`config.mk`:
```
export PLATFORM = sky130hd
export DESIGN_NAME = sample_batcher
export DESIGN_NICKNAME = d
export VERILOG_FILES = /design/src/rtl/sample_batcher_pkg.sv /design/src/rtl/sample_batch_ram.sv /design/src/rtl/sample_batcher.sv
export SDC_FILE = /design/constraint.sdc
export NUM_CORES = 1
export LEC_CHECK = 0
export ABC_AREA = 1
export BUFFER_PORTS_ARGS = -buffer_cell sky130_fd_sc_hd__buf_2
export CAP_MARGIN = 20
export CORE_ASPECT_RATIO = 0.5
export CORE_MARGIN = 2
export CORE_UTILIZATION = 30
export DETAILED_ROUTE_END_ITERATION = 10
export HOLD_SLACK_MARGIN = 0.15
export SLEW_MARGIN = 20
export SYNTH_ARGS = -nofsm -noshare
export SYNTH_HDL_FRONTEND = slang
export SYNTH_SLANG_ARGS = --single-unit
```
`constraint.sdc`:
```
create_clock -name clk -period 5.8 [get_ports clk]
set_input_delay 0.58 -clock clk [delete_from_list [all_inputs] [get_ports clk]]
set_output_delay 0.58 -clock clk [all_outputs]
set_load 0.01 [all_outputs]
```
`src/rtl/sample_batcher_pkg.sv`:
```
// Shared types and helpers for the sample batcher.
//   batch_t     : one packed batch word for the default M/DSR configuration
//   ring_depth  : number of batch slots in the ring for a given lookahead length
//   cw          : counter/address width for a range of n values (minimum 1 bit)
package sample_batcher_pkg;

   localparam int SB_M   = 4;
   localparam int SB_DSR = 12;
   localparam int SB_LA  = 4;

   typedef logic [SB_M*SB_DSR-1:0] batch_t;

   // Three phases are live at once: the one filling, the lookahead source
   // and the backward-compute source.
   function automatic int ring_depth(input int la);
      return 3 * la;
   endfunction

   function automatic int cw(input int n);
      return (n > 1) ? $clog2(n) : 1;
   endfunction

endpackage

```
`src/rtl/sample_batch_ram.sv`:
```
// Batch ring storage: one write port, two registered read ports.
//   clk                    : clock
//   rst                    : synchronous active-low reset (read registers only)
//   i_we/i_waddr/i_wdata   : write port
//   i_re_a/i_raddr_a       : read port A enable/address -> o_rdata_a (next cycle)
//   i_re_b/i_raddr_b       : read port B enable/address -> o_rdata_b (next cycle)
// Read registers hold their value while their enable is low.
module sample_batch_ram #(
   parameter int W     = 48,
   parameter int DEPTH = 12,
   parameter int AW    = 4
) (
   input  logic          clk,
   input  logic          rst,
   input  logic          i_we,
   input  logic [AW-1:0] i_waddr,
   input  logic [W-1:0]  i_wdata,
   input  logic          i_re_a,
   input  logic [AW-1:0] i_raddr_a,
   input  logic          i_re_b,
   input  logic [AW-1:0] i_raddr_b,
   output logic [W-1:0]  o_rdata_a,
   output logic [W-1:0]  o_rdata_b
);

   logic [W-1:0] r_mem [DEPTH];

   always_ff @(posedge clk) begin
      if (i_we) r_mem[i_waddr] <= i_wdata;
   end

   always_ff @(posedge clk) begin
      if (!rst) begin
         o_rdata_a <= '0;
         o_rdata_b <= '0;
      end else begin
         if (i_re_a) o_rdata_a <= r_mem[i_raddr_a];
         if (i_re_b) o_rdata_b <= r_mem[i_raddr_b];
      end
   end

endmodule

```
`src/rtl/sample_batcher.sv`:
```
// Groups M-bit control samples into DSR-sample batches and replays earlier
// phases (LA batches each) in reverse order for lookahead / backward compute.
//   clk, rst                 : clock, synchronous active-low reset
//   in_bits, in_valid        : sample input
//   batch_out, batch_valid   : newest batch and its one-cycle pulse
//   la_sample, la_valid      : batch LA-1-p of the last completed phase
//   cb_sample, cb_valid      : batch LA-1-p of the phase before that
//   propagate                : pulse on the first batch of each phase
//   batch_count              : saturating batch counter (SAMPLE_BATCHER_STATS_EN only)
module sample_batcher
   import sample_batcher_pkg::*;
#(
   parameter int M   = SB_M,
   parameter int DSR = SB_DSR,
   parameter int LA  = SB_LA
) (
   input  logic             clk,
   input  logic             rst,
   input  logic [M-1:0]     in_bits,
   input  logic             in_valid,
   output logic [M*DSR-1:0] batch_out,
   output logic             batch_valid,
   output logic [M*DSR-1:0] la_sample,
   output logic [M*DSR-1:0] cb_sample,
   output logic             la_valid,
   output logic             cb_valid,
   output logic             propagate
`ifdef SAMPLE_BATCHER_STATS_EN
   ,output logic [15:0]     batch_count
`endif
);

   localparam int DEPTH = ring_depth(LA);
   localparam int CW    = cw(DSR);
   localparam int PW    = cw(LA);
   localparam int AW    = cw(DEPTH);

   logic [CW-1:0]          r_cnt;
   logic [PW-1:0]          r_p;
   logic [AW-1:0]          r_wp;
   logic [1:0]             r_phases;
   logic [M*(DSR-1)-1:0]   r_acc;

   logic                   w_done;
   logic [M*DSR-1:0]       w_batch;
   logic [AW:0]            w_la_back;
   logic [AW:0]            w_cb_back;
   logic [AW-1:0]          w_la_addr;
   logic [AW-1:0]          w_cb_addr;

   assign w_done  = in_valid && (r_cnt == CW'(DSR-1));
   assign w_batch = {in_bits, r_acc};

   // Batch n lands in slot n mod DEPTH. The lookahead source is batch
   // n-2p-1 and the compute source is LA further back; both distances are
   // below DEPTH, so one conditional wrap is enough.
   always_comb begin
      w_la_back = (AW+1)'(2*int'(r_p) + 1);
      w_cb_back = (AW+1)'(2*int'(r_p) + 1 + LA);
      w_la_addr = ({1'b0, r_wp} >= w_la_back)
                ? AW'({1'b0, r_wp} - w_la_back)
                : AW'({1'b0, r_wp} + (AW+1)'(DEPTH) - w_la_back);
      w_cb_addr = ({1'b0, r_wp} >= w_cb_back)
                ? AW'({1'b0, r_wp} - w_cb_back)
                : AW'({1'b0, r_wp} + (AW+1)'(DEPTH) - w_cb_back);
   end

   always_ff @(posedge clk) begin
      if (!rst) begin
         r_cnt       <= '0;
         r_p         <= '0;
         r_wp        <= '0;
         r_phases    <= '0;
         r_acc       <= '0;
         batch_out   <= '0;
         batch_valid <= 1'b0;
         la_valid    <= 1'b0;
         cb_valid    <= 1'b0;
         propagate   <= 1'b0;
      end else begin
         batch_valid <= 1'b0;
         propagate   <= 1'b0;
         if (w_done) begin
            r_cnt       <= '0;
            batch_out   <= w_batch;
            batch_valid <= 1'b1;
            propagate   <= (r_p == '0);
            r_wp        <= (r_wp == AW'(DEPTH-1)) ? '0 : r_wp + 1'b1;
            if (r_p == PW'(LA-1)) begin
               r_p <= '0;
               if (r_phases != 2'd2) r_phases <= r_phases + 2'd1;
            end else begin
               r_p <= r_p + 1'b1;
            end
            // Validity tracks phases completed before this batch.
            if (r_phases != 2'd0) la_valid <= 1'b1;
            if (r_phases == 2'd2) cb_valid <= 1'b1;
         end else if (in_valid) begin
            r_cnt <= r_cnt + 1'b1;
            for (int k = 0; k < DSR-1; k++) begin
               if (r_cnt == CW'(k)) r_acc[M*k +: M] <= in_bits;
            end
         end
      end
   end

`ifdef SAMPLE_BATCHER_STATS_EN
   always_ff @(posedge clk) begin
      if (!rst)
         batch_count <= '0;
      else if (w_done && batch_count != 16'hFFFF)
         batch_count <= batch_count + 16'd1;
   end
`endif

   // Reads are only issued once the source phase exists, so the sample
   // buses stay at zero until their valid flag rises.
   sample_batch_ram #(
      .W     (M*DSR),
      .DEPTH (DEPTH),
      .AW    (AW)
   ) u_ram (
      .clk       (clk),
      .rst       (rst),
      .i_we      (w_done),
      .i_waddr   (r_wp),
      .i_wdata   (w_batch),
      .i_re_a    (w_done && (r_phases != 2'd0)),
      .i_raddr_a (w_la_addr),
      .i_re_b    (w_done && (r_phases == 2'd2)),
      .i_raddr_b (w_cb_addr),
      .o_rdata_a (la_sample),
      .o_rdata_b (cb_sample)
   );

endmodule
```
==> flow_metrics.py <==
metrics = {
    "clocking": {
        "clk_pin_slew_worst_paths_ps": 70,
        "postCtsSetupRepairBufs": 0,
        "clock_latency_ps": 630,
        "cts_resized": 0,
        "cts_tree": "yes",
        "clock_sinks": 780,
        "holdBufCountCts": 0,
        "cts_buffers": 76,
        "ctsLongestPathBuffers": 3,
        "cts-htree-levels": 3,
        "cts-root-buf": "clkbuf_16",
    },
    "finish": {
        "area_growth_pct": 14.5,
        "num_antenna_cells": 0,
        "fillers": 10400,
        "drive_gt1_share_pct": 11.2,
        "nNetsFinal": 3151,
    },
    "synth": {
        "yosysTopAreaCell": "edfxtp_1",
        "synth_edf_count": 576,
        "ys.flop_type": "edfxtp_1",
        "ys_seq_area_share_pct": 66.7,
        "synth-xor-area-share_pct": 0.137,
        "synth-simple-area-share_pct": 16.0,
        "synth_compound_area_share_pct": 10.8,
        "synth_fa_ha_area_share_pct": 0.921,
        "syn-num-nets": 3068,
        "syn_area_per_cell_um2": 10.6,
        "synth_top_family_by_area": "simple AND/OR/NAND/NOR gates",
        "syn_inst": 3038,
        "async_flop_share_pct": 0,
        "synth.area.top_cells": "edfxtp_1 54%, dfxtp_1 13%, nand2_1 6.5%",
        "yosysWarnings": 0,
        "muxShareOfSynthArea_pct": 0.0703,
        "netlist.area_leader.share_pct": 54.0,
        "synth_area_mm2": 0.0321,
        "ys_ff_latch": 780,
        "synth_cell_type_count": 32,
    },
    "timing": {
        "final-setup-viol-count": 0,
        "rsz0062_at_grt": "false",
        "drv_slew": 0,
        "hold_ws_ps": 270,
        "tns_ps": 0,
        "fin_crit_sh_pct": 73.9,
        "clock.fmax_mhz": 233,
        "hold_violations": 0,
        "finalClockSkew_ps": 35.8,
        "slew_headroom_pct": 29.5,
        "period_needed_ps": 4290,
        "worst_slew_pin_slew_ps": 1060,
    },
    "grt": {
        "grt-ovfl-total": 0,
        "grtUsageTotal_pct": 16.3,
        "antenna_found_initial": 1,
        "grt_pass1_wl_mm": 137,
        "grt_max_degree": 140,
        "grt_pass1_vias": 21900,
    },
    "hold_path": {
        "hp-class": "input pin to flip-flop",
    },
    "route": {
        "via_count": 22900,
        "dr.pass1.iters": 6,
        "ant_nets": 0,
        "drc": 0,
        "wl_per_cell_um": 19.9,
        "routed_wirelength_mm": 91.7,
        "vias_per_cell": 4.98,
        "drtIter0Drc": 2249,
    },
    "die": {
        "start_util_pct": 30.4,
        "dieArea_mm2": 0.110,
        "fp.dieH_um": 235,
        "core_mm2": 0.106,
        "die_w_um": 466,
        "floorplan.rows": 84,
        "ios": 155,
    },
    "power_and_ir_drop": {
        "p_leak_nw": 13.9,
        "pwr-share-seq_pct": 53.8,
        "cellPowerDensity_mw_per_mm2": 302,
        "p_comb_share_pct": 0.7,
        "clkPwrFrac_pct": 45.5,
        "ir_worst_vdd_mv": 0.193,
        "power_mw": 11.1,
        "swShare_pct": 20.1,
        "p_switching_mw": 2.23,
        "power.internal_mw": 8.87,
    },
    "critical_path": {
        "start_kind": "flip-flop",
        "crit_path_frequent_cell": "nand2_1",
        "crit_path_end_kind": "flip-flop",
        "worstPathArrival_ps": 4810,
        "critPathMaxFanout": 22,
        "crit_chain": "inv_1, ha_1, nand2_1, nand2_1, a21oi_1, nand3_2, xor2_1, ha_1, a21oi_1, nand2_1, nand2_1, nand2_1, inv_2, nand3_2, buf_4, buf_4, nand3_1, nand3_1, nand2_1, inv_1",
        "criticalPathCategory": "flip-flop to flip-flop",
        "required_ps": 6320,
        "max_stage_delay_ps": 580,
        "slowest_stage": "nand3_2",
    },
    "status": {
        "outcome": "finished clean",
    },
    "place": {
        "dp_hpwl_mm": 51.1,
        "place_congestion": 0.810,
        "port_buffers": 154,
    },
    "flow_run": {
        "drv_cap": 0,
    },
}
-- sequential cells by signal, indices dropped and copies added, names as in the netlist --
signal and flops:
batch_out 48, batch_valid 1, cb_valid 1, la_valid 1
propagate 1, r_acc 44, r_cnt 4, r_p 2
r_phases 2, r_wp 4, u_ram.o_rdata_a 48, u_ram.o_rdata_b 48
u_ram.r_mem 576
-- routing by layer --
layer | share of wire [%] | track usage, % | up-vias
met5 | 0 | 0 | -
met4 | 3.2 | 5.77 | 0
met3 | 7.0 | 2.75 | 152
met2 | 48 | 27.2 | 832
met1 | 42 | 21.2 | 11300
li1 | - | - | 10700
-- cells by family (layout without fill, tap and decap cells) --
logic type,Yosys count,in the layout
AO/OA/AOI/OAI,592,592
XOR/XNOR,5,5
adder cells (fa/ha/maj),23,23
buffers and inverters,411,556
flip-flops,780,780
multiplexers,1,1
AND/OR/NAND/NOR,1226,1226
-- stage by stage --
stage	area [µm²]	util (%)	std cells	worst slack, ps
after floorplan	32100	-	3038	675
after global placement	34200	32.4	4462	1760
after detailed placement	34200	32.4	4462	1600
after CTS	36700	34.8	4602	1610
after global routing	36700	34.8	4602	1260
final	36700	34.8	4602	1510
-- power by group through the flow --
| stage | clock network, mW | registers [mW] | logic [mW] |
|---|---|---|---|
| after floorplan | 0 | 6.08 | 0.0434 |
| after global placement | 0 | 6.09 | 0.0777 |
| after CTS | 5.11 | 5.97 | 0.0787 |
| final | 5.04 | 5.97 | 0.0797 |
| after detailed placement | 0 | 6.09 | 0.0785 |
| after global routing | 5.32 | 5.97 | 0.0850 |
-- Yosys cell counts (2+ instances only) --
library cell	n
nand2_1	553
o21ai_1	40
xor2_1	4
o22a_1	48
nor3_1	11
o21a_1	98
dfxtp_1	204
a21oi_1	81
o21ai_0	277
clkbuf_1	100
nor2_1	294
buf_6	7
nor2_2	3
nand4_1	4
nand3_2	5
edfxtp_1	576
nand3_1	351
ha_1	22
o22ai_1	48
inv_2	6
buf_2	57
buf_1	20
inv_1	202
buf_4	18
nor2_4	2
-- path summary, 6_finish.rpt --
kind                                from  cells after the start  slack (ps)                   to
worst max register to register    r_p[1]                     20        1510  u_ram.o_rdata_b[37]
worst max-delay path              r_p[1]                     20        1510  u_ram.o_rdata_b[37]
worst min register to register  la_valid                      1         470             la_valid
worst min-delay path            in_valid                      3         270             r_cnt[1]
-- placed cells by master (no fill, tap or decap), types with 2 or more instances in the layout --
| cell type | instances |
|---|---|
| inv_1 | 201 |
| clkinv_1 | 10 |
| ha_1 | 22 |
| buf_2 | 153 |
| nor3_2 | 9 |
| o22a_1 | 48 |
| o21a_1 | 98 |
| nor2_1 | 290 |
| nor2_2 | 4 |
| nand2_2 | 3 |
| o22ai_1 | 48 |
| nand2_1 | 550 |
| nand3_2 | 5 |
| bufinv_16 | 6 |
| edfxtp_1 | 576 |
| inv_6 | 3 |
| clkbuf_4 | 2 |
| clkbuf_8 | 11 |
| o21ai_0 | 277 |
| xor2_1 | 4 |
| dfxtp_1 | 203 |
| clkbuf_1 | 17 |
| buf_4 | 52 |
| nand3_1 | 351 |
| nor3_1 | 2 |
| clkbuf_16 | 78 |
| clkinv_2 | 8 |
| nor2_4 | 5 |
| o21ai_1 | 40 |
| nand4_1 | 4 |
| a21oi_1 | 81 |
| inv_4 | 2 |
| inv_2 | 5 |
| clkinv_4 | 2 |
-- worst max-delay path, delay by kind of cell (launching register included) --
kind | cells | cell delay (ps)
and+or+nand+nor | 10 | 1390
buffers and inverters | 5 | 1010
adders and majority gates | 2 | 750
AOI/OAI and AO/OA | 2 | 430
DFF | 1 | 410
xor gates and xnor gates | 1 | 170
-- final cells by class --
class | count | area (µm²) | area share [%]
clock buffers | 108 | 2180 | 5.95
clock inverters | 32 | 345 | 0.941
inverters | 209 | 797 | 2.17
multi-input cells | 1847 | 9030 | 24.6
flip-flops and latches | 780 | 21400 | 58.3
well taps | 1419 | 1780 | 4.84
repair buffers | 207 | 1190 | 3.24
No activity file was read; power rests on OpenSTA's default activity.
